[src/rtl/async_fifo.sv]
// Single-clock FIFO with wrap-bit pointers, registered read data and error flags.
// Define ASYNC_FIFO_STICKY_ERR_EN to make overflow/underflow sticky until reset.
module async_fifo #(
  parameter int DATA_WIDTH = 8,
  parameter int DEPTH      = 8
) (
  input  logic                  clk,
  input  logic                  rst,
  input  logic                  wr,
  input  logic                  rd,
  input  logic [DATA_WIDTH-1:0] wdata,
  output logic [DATA_WIDTH-1:0] rdata,
  output logic                  full,
  output logic                  empty,
  output logic                  overflow,
  output logic                  underflow
);

  localparam int AW = $clog2(DEPTH);

  logic [AW:0]           wptr;
  logic [AW:0]           rptr;
  logic [DATA_WIDTH-1:0] mem [DEPTH];
  logic                  wr_ok;
  logic                  rd_ok;
  logic                  ovf_hit;
  logic                  unf_hit;

  // Handshake: wr is the request, !full its ready; a write is taken on an edge
  // where wr && !full. Likewise a read is taken where rd && !empty, and rdata
  // carries that word from the edge onwards. Refused requests only raise a flag.
  assign empty   = (wptr == rptr);
  assign full    = (wptr[AW-1:0] == rptr[AW-1:0]) && (wptr[AW] != rptr[AW]);
  assign wr_ok   = wr && !full;
  assign rd_ok   = rd && !empty;
  assign ovf_hit = wr && full;
  assign unf_hit = rd && empty;

  // Storage has no reset; the rst gate keeps writes inert while reset is held.
  always_ff @(posedge clk) begin
    if (wr_ok && rst) begin
      mem[wptr[AW-1:0]] <= wdata;
    end
  end

  always_ff @(posedge clk or negedge rst) begin
    if (!rst) begin
      wptr      <= '0;
      rptr      <= '0;
      rdata     <= '0;
      overflow  <= 1'b0;
      underflow <= 1'b0;
    end else begin
      if (wr_ok) begin
        wptr <= wptr + 1'b1;
      end
      if (rd_ok) begin
        rdata <= mem[rptr[AW-1:0]];
        rptr  <= rptr + 1'b1;
      end
`ifdef ASYNC_FIFO_STICKY_ERR_EN
      overflow  <= overflow  | ovf_hit;
      underflow <= underflow | unf_hit;
`else
      overflow  <= ovf_hit;
      underflow <= unf_hit;
`endif
    end
  end

endmodule

[config.mk]
export PLATFORM = sky130hd
export DESIGN_NAME = async_fifo
export DESIGN_NICKNAME = d
export VERILOG_FILES = /design/src/rtl/async_fifo.sv
export SDC_FILE = /design/constraint.sdc
export NUM_CORES = 1
export LEC_CHECK = 0
export CORE_ASPECT_RATIO = 1.1
export CORE_MARGIN = 2
export CORE_UTILIZATION = 45
export DETAILED_ROUTE_END_ITERATION = 7
export HOLD_SLACK_MARGIN = 0.08
export PLACE_DENSITY_LB_ADDON = 0.08
export SYNTH_ARGS = -nofsm -noshare
export SYNTH_HDL_FRONTEND = slang
export SYNTH_SLANG_ARGS = --single-unit
export TNS_END_PERCENT = 1
[constraint.sdc]
create_clock -name clk -period 3.7 [get_ports clk]
set_input_delay 0.74 -clock clk [delete_from_list [all_inputs] [get_ports clk]]
set_output_delay 0.74 -clock clk [all_outputs]
set_load 0.05 [all_outputs]
== Word-level counts from Yosys, hierarchy flattened ==
Memories as Yosys holds them, arrays and structs flattened. A register that Yosys moved wholly into a read port is not among the register bits.
Cells that the tools add are included.
Storage, ports and cells
  bits in registers: 10
  bits in latches: 0
  RAM bits: 64
  bits in read-only memories: 0
  bits of input ports: 12
  output and inout port bits: 12
  memories: 1
Memories
  mem: depth 8, bits a word 8, read ports 1, clocked after Yosys merged registers in 1, wr ports 1, line 23  | logic [DATA_WIDTH-1:0] mem [DEPTH];
Operators by class
  add/sub/neg operators: 2
  multiply operators: 0
  div/mod/pow operators: 0
  magnitude comparators: 0
  equal/unequal tests: 3
  shift operators: 0
  mux-type cells: 2
  bitwise operators: 0
  reduce and logical (&&, ||, !) cells: 9
Operators with widths (number)
  4-bit by 1-bit adder with 4-bit output, second input constant: 2
  1-bit logical AND: 6
  4-bit == test: 1
  3-bit == test: 1
  1-bit logical NOT: 3
  1-bit 2-to-1 mux: 2
  1-bit inequality test: 1

== Logic depth before layout (Yosys ltp) ==
  word-level depth: 7
  mapped depth: 6
  gate-level depth less buffers: 4

== Worst setup path after synthesis ==
OpenSTA, ideal clock, no wires.
  path type: register -> output
  start point: register rptr[0]
  end point: output empty
  arrival: 2.129 ns
  setup slack: 0.831 ns
  cell stages (with the launch flop): 5
  buffers on the path: 1
  cells stage by stage: dfrtp_1 > buf_4 > xor2_4 > or2_2 > nor3_1
On the way
  longest elaborated chain between the ends: 1
RTL lines
  start: declaration: line 22  | logic [AW:0] rptr;
  start signal: assignment: line 59  | rptr <= rptr + 1'b1;
  4-bit == test: line 32  | assign empty = (wptr == rptr);
  end: declaration: line 14  | output logic empty,
No other way between the ends.

== Worst setup path after layout ==
  start point: register rptr[2]
  end point: memory mem[4][2] (enable)
On the way
  longest elaborated chain between the ends: 7
RTL lines
  3-bit == test: line 33  | assign full = (wptr[AW-1:0] == rptr[AW-1:0]) && (wptr[AW] != rptr[AW]);
  1-bit logical AND: line 33
  1-bit logical NOT: line 34  | assign wr_ok = wr && !full;
  1-bit logical AND: line 34
  1-bit logical AND: line 41  | if (wr_ok && rst) begin
  1-bit 2-to-1 mux: line 41
  1-bit 2-to-1 mux (not written as such): line 42  | mem[wptr[AW-1:0]] <= wdata;
  end: declaration: line 23
No other way between the ends.

==> results.yml <==
cts:
  cts_setup_buffers: 0
  cts_tree: "done"
  worstSkewPairLatency_ns: 0.34
  cts_num_sinks: 82
  numCtsBuffers: 9
  hold_buffers: 0
  ctsHtreeMaxLevel: 3
  cts.path.max_buffers: 2
  cts_root_buf: "clkbuf_8"
  cts_resized: 0
  path_clk_slew_ns: 0.08
critical_path:
  max_stage_delay_ns: 0.68
  reg2reg_to: "mem[4][2]"
  cp.arrival_ns: 2.63
  startpoint: "rptr[2]"
  critPathRequiredTime_ns: 3.67
  path_delay_family: "simple AND/OR/NAND/NOR gates"
  end_kind: "register"
  worstSetupPathType: "reg -> reg"
  reg2reg_depth: 5
  critPathMaxFanout: 11
  critPathLaunchType: "register"
  slowest_stage: "nor2_1"
  r2r_start: "rptr[2]"
  ff2ff_setup_slack_ns: 1.04
  cp_cell_sequence: "buf_4 > xor2_1 > o41ai_4 > or3b_1 > nor2_1"
  cp_num_cells: 5
  endpoint: "mem[4][2]"
  critPathBufInv: 1
drt:
  ant_nets: 0
  drcViolationCount: 0
  wl_um: 6020
  vias: 1591
  drt_iter0_drc: 115
  wl_per_cell_um: 20.1
  dr.pass1.iters: 4
  routed_via_density: 5.32
floorplan:
  rows: 32
  start_util: 0.465
  die_area_um2: 7980
  io_pins: 24
  die_w_um: 85.4
  core-area_um2: 7050
  die_h_um: 93.5
placement:
  io_buffers: 23
  routabilityCongestion: 0.812
  hpwl_um: 4120
  placed_cells: 283
worst_hold_path:
  hold_path_class: "reg -> reg"
finish:
  multi_input_comb_area_um2: 868
  utilization: 0.550
  seq_area_um2: 2370
  layout.nets: 223
  antenna_cells: 0
  fillers: 554
  syn2layout_area_growth_pct: 18.2
  drive_gt1_frac: 0.238
  fin_cells: 299
sta:
  rsz0062_at_grt: "no"
  timing.hold.ws_ns: 0.482
  fin_crit_ns: 2.66
  slew_viol_final: 0
  hold_viol_final: 0
  fin_crit_sh: 0.719
  tightest_slew_ns: 0.970
  setup-violations-final: 0
  skew_ns: 0.0101
  timing.slew.headroom: 0.351
  setup_tns_ns: 0
  clock.fmax_mhz: 376
power:
  peakVddDrop_v: 0.000688
  cellLeakagePower_uw: 0.00136
  powerDensity_nw_per_um2: 805
  power_uw: 3120
yosys:
  synthCells: 174
  syn_nets: 188
  yosysUniqueCellTypes: 30
  async_reset_ff_frac: 0.220
  synth_edf_count: 64
  ys_seq_area_frac: 0.724
  yosysMostFrequentCell: "edfxtp_1"
  ys_warn_count: 0
  yosys_most_used_dff: "edfxtp_1"
  yosys.area.top_type: "edfxtp_1"
  netlist.area_leader.share: 0.586
  syn_area_um2: 3280
  ys_ff_latch: 82
  synth_common_cells: "64 x edfxtp_1, 18 x dfrtp_1, 16 x mux4_2, 10 x nand2_1"
  synth_area_per_cell_um2: 18.8
  synthTopCellsByArea: "edfxtp_1 59%, dfrtp_1 14%, mux4_2 11%"
grt:
  grt_usage: 0.166
  grt_max_degree: 20
  grt_pass1_vias: 1686
  antenna_found_initial: 0
  grt_pass1_wl_um: 9440
  gr-total-overflow: 0
job:
  maxCapViolations: 0
outcome:
  outcome: "complete, no violations"
stage by stage:
stage	setup slack (ns)	area, um2
3_5_place_dp	0.718	3650
6_report	1.04	3870
5_1_grt	0.873	3870
2_1_floorplan	0.831	3280
3_3_place_gp	0.732	3650
4_1_cts	1.00	3870
where the power goes:
part / internal, uW / switching, uW / total, uW / leakage, uW
Sequential: 1150 / 117 / 1270 / 0.000797
Combinational: 487 / 665 / 1150 / 0.000454
Clock: 398 / 303 / 701 / 0.000113
Total: 2040 / 1090 / 3120 / 0.00136
worst min path at each step:
stage / start / endpoint / slack (ns) / depth (start not counted)
2_1_floorplan: rst / overflow / 0.44 / 0
3_3_place_gp: rdata[1] / rdata[1] / 0.46 / 2
3_5_place_dp: rdata[5] / rdata[5] / 0.47 / 2
4_1_cts: rdata[5] / rdata[5] / 0.49 / 2
5_1_grt: rdata[1] / rdata[1] / 0.52 / 2
6_report: rdata[5] / rdata[5] / 0.48 / 2
layout by cell type (no fill, tap or decap), types with 3 or more instances in the layout:
cell / instances
clkdlybuf4s50_1: 21
mux4_2: 16
nand2_1: 10
clkbuf_8: 10
edfxtp_1: 64
buf_4: 12
xor2_1: 6
dfrtp_1: 18
mux2i_1: 8
xnor2_1: 3
o21ai_0: 8
nor2_1: 8
state kept, by name, summed over array words and instances, names as in the netlist:
register   flops
overflow       1
mem           64
rdata          8
underflow      1
rptr           4
wptr           4
per-layer routing:
metal,GRT usage,vias to the layer above,routed length [um]
li1,-,737,-
met1,0.213,813,2700
met2,0.275,30,3060
met3,0.0300,11,153
met4,0.0794,0,110
met5,0,-,0
worst reg2reg max path: stages (launching register included):
cell and delay, ns:
dfrtp_1 0.36, buf_4 0.20, xor2_1 0.39, o41ai_4 0.23
or3b_1 0.43, nor2_1 0.68
kinds of logic (layout without fill, tap and decap cells):
group                    count (synthesis)  count (layout)  synth area share
multiplexers                            26              26             0.142
AND/OR/NAND/NOR                         32              32            0.0481
XOR/XNOR                                11              11            0.0374
AO/OA/AOI/OAI                           10              10            0.0233
buffers and inverters                   11              51            0.0176
flip-flops                              82              82             0.724
adder cells (fa/ha/maj)                  2               2           0.00763
cell type report:
type | instances | area share
well taps | 85 | 0.0274
repair buffers | 33 | 0.0775
flip-flops and latches | 82 | 0.612
clock buffers | 11 | 0.0365
clock inverters | 5 | 0.0203
inverters | 2 | 0.00194
multi-input cells | 81 | 0.224
Power figures use the tool's default switching activity.
